## config.mk

```make
export PLATFORM = sky130hd
export DESIGN_NAME = dac_spi_tx
export DESIGN_NICKNAME = d
export VERILOG_FILES = /design/src/rtl/dac_pkg.sv /design/src/rtl/dac_sclk_tick.sv /design/src/rtl/dac_spi_tx.sv
export SDC_FILE = /design/constraint.sdc
export NUM_CORES = 1
export LEC_CHECK = 0
export BUFFER_PORTS_ARGS = -buffer_cell sky130_fd_sc_hd__buf_2
export CORE_ASPECT_RATIO = 0.7
export CORE_MARGIN = 3
export CORE_UTILIZATION = 25
export DETAILED_ROUTE_END_ITERATION = 8
export GPL_ROUTABILITY_DRIVEN = 1
export PLACE_DENSITY = 0.5
export SYNTH_ARGS = -nofsm -noshare
export SYNTH_HDL_FRONTEND = slang
export SYNTH_HIERARCHICAL = 1
export SYNTH_SLANG_ARGS = --single-unit
export TNS_END_PERCENT = 1
```

## constraint.sdc

```tcl
create_clock -name clk -period 4.9 [get_ports clk]
set_input_delay 0.245 -clock clk [delete_from_list [all_inputs] [get_ports clk]]
set_output_delay 0.245 -clock clk [all_outputs]
set_load 0.02 [all_outputs]
```

## src/rtl/dac_pkg.sv

```systemverilog
// Shared constants, FSM state type and frame builder for the DAC SPI transmitter.
package dac_pkg;

  localparam int unsigned DAC_BITS   = 12;
  localparam int unsigned FRAME_BITS = 16;
  localparam logic [15:0] DAC_MAX    = 16'h0FFF;

  // Channel A, unbuffered, gain 1x, active.
  localparam logic [3:0] CFG_BITS_DEFAULT = 4'b0011;

  typedef enum logic [2:0] {
    StIdle,
    StCsSetup,
    StShift,
    StCsHold,
    StLdac,
    StDone
  } dac_state_e;

  // Build the 16-bit SPI word, saturating the code to the DAC's 12-bit range.
  function automatic logic [FRAME_BITS-1:0] make_frame(input logic [3:0]  cfg,
                                                       input logic [15:0] data);
    logic [DAC_BITS-1:0] code;
    code = (data > DAC_MAX) ? {DAC_BITS{1'b1}} : data[DAC_BITS-1:0];
    return {cfg, code};
  endfunction

endpackage

```

## src/rtl/dac_sclk_tick.sv

```systemverilog
// Half-period tick generator: pulses every ClkDiv cycles, restartable from zero.
module dac_sclk_tick #(
  parameter int unsigned ClkDiv = 4
) (
  input  logic clk_i,
  input  logic rst_i,
  input  logic restart_i,
  output logic tick_o
);

  logic [7:0] cnt_q, cnt_d;

  assign tick_o = (cnt_q == 8'(ClkDiv - 1));

  // Next count: hold at zero while restarting, wrap on every tick.
  always_comb begin
    cnt_d = cnt_q + 8'd1;
    if (restart_i || tick_o) begin
      cnt_d = 8'd0;
    end
  end

  // Counter register with synchronous reset.
  always_ff @(posedge clk_i) begin
    if (rst_i) begin
      cnt_q <= 8'd0;
    end else begin
      cnt_q <= cnt_d;
    end
  end

endmodule

```

## src/rtl/dac_spi_tx.sv

```systemverilog
// SPI frame transmitter for a 12-bit DAC with CS/LDAC sequencing and a one-word pending slot.
module dac_spi_tx
  import dac_pkg::*;
#(
  parameter int unsigned CLK_DIV  = 4,
  parameter logic [3:0]  CFG_BITS = CFG_BITS_DEFAULT
) (
  input  logic        clk,
  input  logic        reset,
  input  logic        PID_Done,
  input  logic [15:0] i_data,
  output logic        busy,
  output logic        done,
  output logic        dac_cs_n,
  output logic        dac_sclk,
  output logic        dac_sdi,
  output logic        dac_ldac_n
);

  dac_state_e            state_q, state_d;
  logic [FRAME_BITS-1:0] frame_q, frame_d;
  logic [FRAME_BITS-1:0] pend_q, pend_d;
  logic                  pend_vld_q, pend_vld_d;
  logic [3:0]            bit_q, bit_d;
  logic                  phase_q, phase_d;  // current SCLK level during StShift
  logic                  tick;
  logic                  restart;
  logic [FRAME_BITS-1:0] new_frame;

  assign new_frame = make_frame(CFG_BITS, i_data);

  // Keep the divider parked so every frame starts with a full setup period.
  assign restart = (state_q == StIdle) || (state_q == StDone);

  dac_sclk_tick #(
    .ClkDiv (CLK_DIV)
  ) u_tick (
    .clk_i     (clk),
    .rst_i     (reset),
    .restart_i (restart),
    .tick_o    (tick)
  );

  // Next-state, shift and pending-slot logic.
  always_comb begin
    state_d    = state_q;
    frame_d    = frame_q;
    pend_d     = pend_q;
    pend_vld_d = pend_vld_q;
    bit_d      = bit_q;
    phase_d    = phase_q;

    // Words arriving mid-frame park here; the latest one wins.
    if (PID_Done && (state_q != StIdle)) begin
      pend_d     = new_frame;
      pend_vld_d = 1'b1;
    end

    unique case (state_q)
      StIdle: begin
        if (PID_Done) begin
          frame_d = new_frame;
          bit_d   = 4'd0;
          phase_d = 1'b0;
          state_d = StCsSetup;
        end
      end
      StCsSetup: begin
        if (tick) state_d = StShift;
      end
      StShift: begin
        if (tick) begin
          if (!phase_q) begin
            phase_d = 1'b1;
          end else begin
            // Advance data only as SCLK falls so SDI is stable while high.
            phase_d = 1'b0;
            frame_d = {frame_q[FRAME_BITS-2:0], 1'b0};
            if (bit_q == 4'd15) begin
              state_d = StCsHold;
            end else begin
              bit_d = bit_q + 4'd1;
            end
          end
        end
      end
      StCsHold: begin
        if (tick) state_d = StLdac;
      end
      StLdac: begin
        if (tick) state_d = StDone;
      end
      StDone: begin
        bit_d   = 4'd0;
        phase_d = 1'b0;
        if (PID_Done) begin
          // A word arriving now is newer than anything parked.
          frame_d    = new_frame;
          pend_vld_d = 1'b0;
          state_d    = StCsSetup;
        end else if (pend_vld_q) begin
          frame_d    = pend_q;
          pend_vld_d = 1'b0;
          state_d    = StCsSetup;
        end else begin
          state_d = StIdle;
        end
      end
      default: state_d = StIdle;
    endcase
  end

  // State and datapath registers with synchronous reset.
  always_ff @(posedge clk) begin
    if (reset) begin
      state_q    <= StIdle;
      frame_q    <= '0;
      pend_q     <= '0;
      pend_vld_q <= 1'b0;
      bit_q      <= 4'd0;
      phase_q    <= 1'b0;
    end else begin
      state_q    <= state_d;
      frame_q    <= frame_d;
      pend_q     <= pend_d;
      pend_vld_q <= pend_vld_d;
      bit_q      <= bit_d;
      phase_q    <= phase_d;
    end
  end

  // Moore outputs decoded from the registered state.
  always_comb begin
    dac_cs_n   = 1'b1;
    dac_sclk   = 1'b0;
    dac_sdi    = 1'b0;
    dac_ldac_n = 1'b1;
    busy       = 1'b0;
    done       = 1'b0;
    unique case (state_q)
      StCsSetup: begin
        dac_cs_n = 1'b0;
        dac_sdi  = frame_q[FRAME_BITS-1];
        busy     = 1'b1;
      end
      StShift: begin
        dac_cs_n = 1'b0;
        dac_sclk = phase_q;
        dac_sdi  = frame_q[FRAME_BITS-1];
        busy     = 1'b1;
      end
      StCsHold: begin
        dac_cs_n = 1'b0;
        busy     = 1'b1;
      end
      StLdac: begin
        dac_ldac_n = 1'b0;
        busy       = 1'b1;
      end
      StDone: begin
        done = 1'b1;
      end
      default: ;
    endcase
  end

endmodule

```

==> flow_summary.yaml <==
logic_synthesis:
  syn_area_sq_mm: 0.00241
  synth_top_family_by_area: "compound AO/OA/AOI/OAI gates"
  ys.flop_type: "dfxtp_1"
  synth_simple_gate_area_frac: 0.208
  yosys_warnings: 6
  synth_cells: 287
  synth_edf_count: 0
  syn_avg_cell_area_sq_um: 8.39
  async_reset_ff_frac: 0
  synth-xor-area-share: 0.0255
  synth_compound_area_frac: 0.304
  ys_ff_latch: 46
  ys_types: 48
  synth_nets: 308
  synth-seq-area-share: 0.382
  synthAdderAreaFrac: 0.0104
  synthMuxAreaShare: 0.00883
die:
  die_w_microns: 123
  io_pins: 25
  num_rows: 29
  coreArea_sq_mm: 0.00922
  die_area_sq_mm: 0.0109
  start_util: 0.261
  die_h_microns: 88.1
critical_path:
  rrSetupSlack_ns: 2.26
  cp-end-kind: "flop"
  critical_path_class: "flop to flop"
  critPathArrivalTime_ns: 2.81
  timing.rr.end: "frame_q[14]"
  crit_required_ns: 5.07
  crit_chain: "ha_1 -> or4b_4 -> nor4_1 -> buf_4 -> a211oi_2 -> a21oi_2 -> mux2_1"
  cp-endpoint: "frame_q[14]"
  reg2reg_depth: 7
  setup.worst_path.start: "u_tick/cnt_q[0]"
  timing.rr.start: "u_tick/cnt_q[0]"
  crit_path_start_kind: "flop"
  path_max_fanout: 13
  path_delay_family: "simple AND/OR/NAND/NOR gates"
  worst-path-buf-inv: 1
  slowest_delay_ns: 0.55
  critPathSlowestCell: "a21oi_2"
  critical_path_depth: 7
route:
  postRouteAntennaNets: 0
  avgViaCountPerCell: 4.93
  vias: 2074
  drc: 0
  initialDrtViolationCount: 143
  wl_met3_microns: 163
  drtPass1Iterations: 4
  routedWlPerCell_microns: 13.7
  routed_wl_mm: 5.76
  route.met2.wl_mm: 2.45
  met1Wirelength_mm: 3.10
  maxUsedRoutingLayer: "met4"
clocking:
  post_cts_resized: 0
  clk_latency_ns: 0.28
  cts_buffers: 5
  cts_buffer_depth: 2
  cts_tree: "done"
  clkTransAtPathRegs_ns: 0.06
  clock-sinks: 46
  cts_hold_buf: 0
  cts_root_buf: "clkbuf_16"
  htreeDepth: 2
  cts_setup_buffers: 0
sta:
  drv_slew: 0
  worst_clock_skew_ns: 0.00482
  layout_min_cycle_time_ns: 2.64
  finalHoldViolCount: 0
  setup_viol: 0
  slew_headroom: 0.354
  fin_crit_sh: 0.538
  worstMarginPinSlew_ns: 0.969
  fin_setup_tns_ns: 0
  max_freq_mhz: 379
  rsz0062_at_grt: "false"
grt:
  grt_start_max_net_pins: 33
  grt_pass1_vias: 1932
  grt_pass1_wl_mm: 9.80
  grt_antenna_before_repair: 0
  grt_overflow: 0
  gr-usage-all-layers: 0.112
cells_and_area:
  drive_above_1_share: 0.152
  final_cells: 421
  final_common_cell: "dfxtp_1"
  final_cell_mix: "dfxtp_1 (46), nor2_1 (39), buf_2 (24), nand2_1 (19), o21ai_0 (18)"
  diodes: 0
  syn2layout_area_growth_pct: 13.4
  layout.nets: 317
place:
  portBuffers: 24
  place_inst: 413
  gp_congestion: 0.743
  place_hpwl_mm: 3.73
run_status:
  status: "finished, final reports clean"
job:
  drv_cap: 0
min_path:
  min_path_type: "primary input to flop"
power_and_ir_drop:
  p_total_mw: 0.840
  ir_drop_v: 0.000109
  p_per_area_mw_per_mm2: 308
  power.leakage_nw: 0.967
-- tightest hold or removal path: stages --
cell and delay, ns:
buf_2 0.09, inv_1 0.06, a311oi_1 0.07
-- synth_stat cells (2+ instances only) --
master | count | area (sq um)
ha_1 | 2 | 25.0
nor3b_1 | 2 | 15.0
dfxtp_1 | 46 | 921
xnor2_1 | 3 | 26.3
nand3_1 | 5 | 25.0
buf_2 | 9 | 45.0
o31a_1 | 12 | 105
a21o_1 | 10 | 75.1
a31oi_1 | 12 | 75.1
nand4b_1 | 2 | 17.5
nand2_1 | 19 | 71.3
inv_1 | 5 | 18.8
a211oi_1 | 15 | 113
a21oi_1 | 17 | 85.1
nor2_1 | 39 | 146
or3_1 | 4 | 25.0
xor2_1 | 4 | 35.0
nand4_1 | 2 | 12.5
a211o_1 | 2 | 17.5
and3_1 | 2 | 12.5
nor4_1 | 2 | 12.5
a22oi_1 | 10 | 75.1
clkbuf_1 | 11 | 41.3
or2_2 | 2 | 12.5
nor3_1 | 6 | 30.0
buf_4 | 4 | 30.0
nor2b_1 | 2 | 12.5
o21ai_0 | 18 | 90.1
-- how the worst min path moves through the flow --
stage	startpoint	endpoint	slack [ns]	cells after the start
floorplan	i_data[0]	pend_q[0]	0.41	2
global placement	u_tick/cnt_q[0]	u_tick/cnt_q[0]	0.44	1
detailed placement	u_tick/cnt_q[0]	u_tick/cnt_q[0]	0.44	1
CTS	i_data[0]	pend_q[0]	0.23	3
global route	i_data[0]	pend_q[0]	0.24	3
finish	i_data[0]	pend_q[0]	0.23	3
-- cells by family after synthesis --
logic type                 Yosys count
AOI/OAI and AO/OA                  104
and+or+nand+nor                     96
DFF                                 46
buffers and inverters               30
xor gates and xnor gates             7
muxes                                2
adders and majority gates            2
-- through the flow --
step | setup WS [ns] | util | area [sq um] | hold WS (ns)
floorplan | 2.64 | - | 2410 | 0.412
global placement | 2.29 | 0.280 | 2580 | 0.438
detailed placement | 2.25 | 0.280 | 2580 | 0.440
CTS | 2.22 | 0.296 | 2730 | 0.228
global route | 2.01 | 0.296 | 2730 | 0.243
finish | 2.26 | 0.296 | 2730 | 0.232
-- power breakdown --
part           switching [mW]  internal [mW]  total [mW]
Clock                   0.137          0.202       0.340
Sequential             0.0167          0.398       0.415
Combinational          0.0507         0.0350      0.0857
Total                   0.205          0.636       0.840
-- final cells by class --
cell class	count	area, sq um
clock inverter	1	5.00
timing repair buffer	27	143
sequential	46	921
inverter	5	18.8
multi-input combinational	211	1350
clock buffer	7	143
fill	1016	6480
tap	124	155
-- flip-flops by register name (all words and copies together), names as in the netlist --
signal / flops
u_tick/cnt_q: 8
pend_vld_q: 1
pend_q: 13
state_q: 3
frame_q: 16
phase_q: 1
bit_q: 4
-- per-layer routing --
layer | vias up | track usage
met5 | - | 0
met4 | 0 | 0.0271
met3 | 4 | 0.0252
met2 | 23 | 0.168
met1 | 968 | 0.163
li1 | 1079 | -
Power figures use the tool's default switching activity.
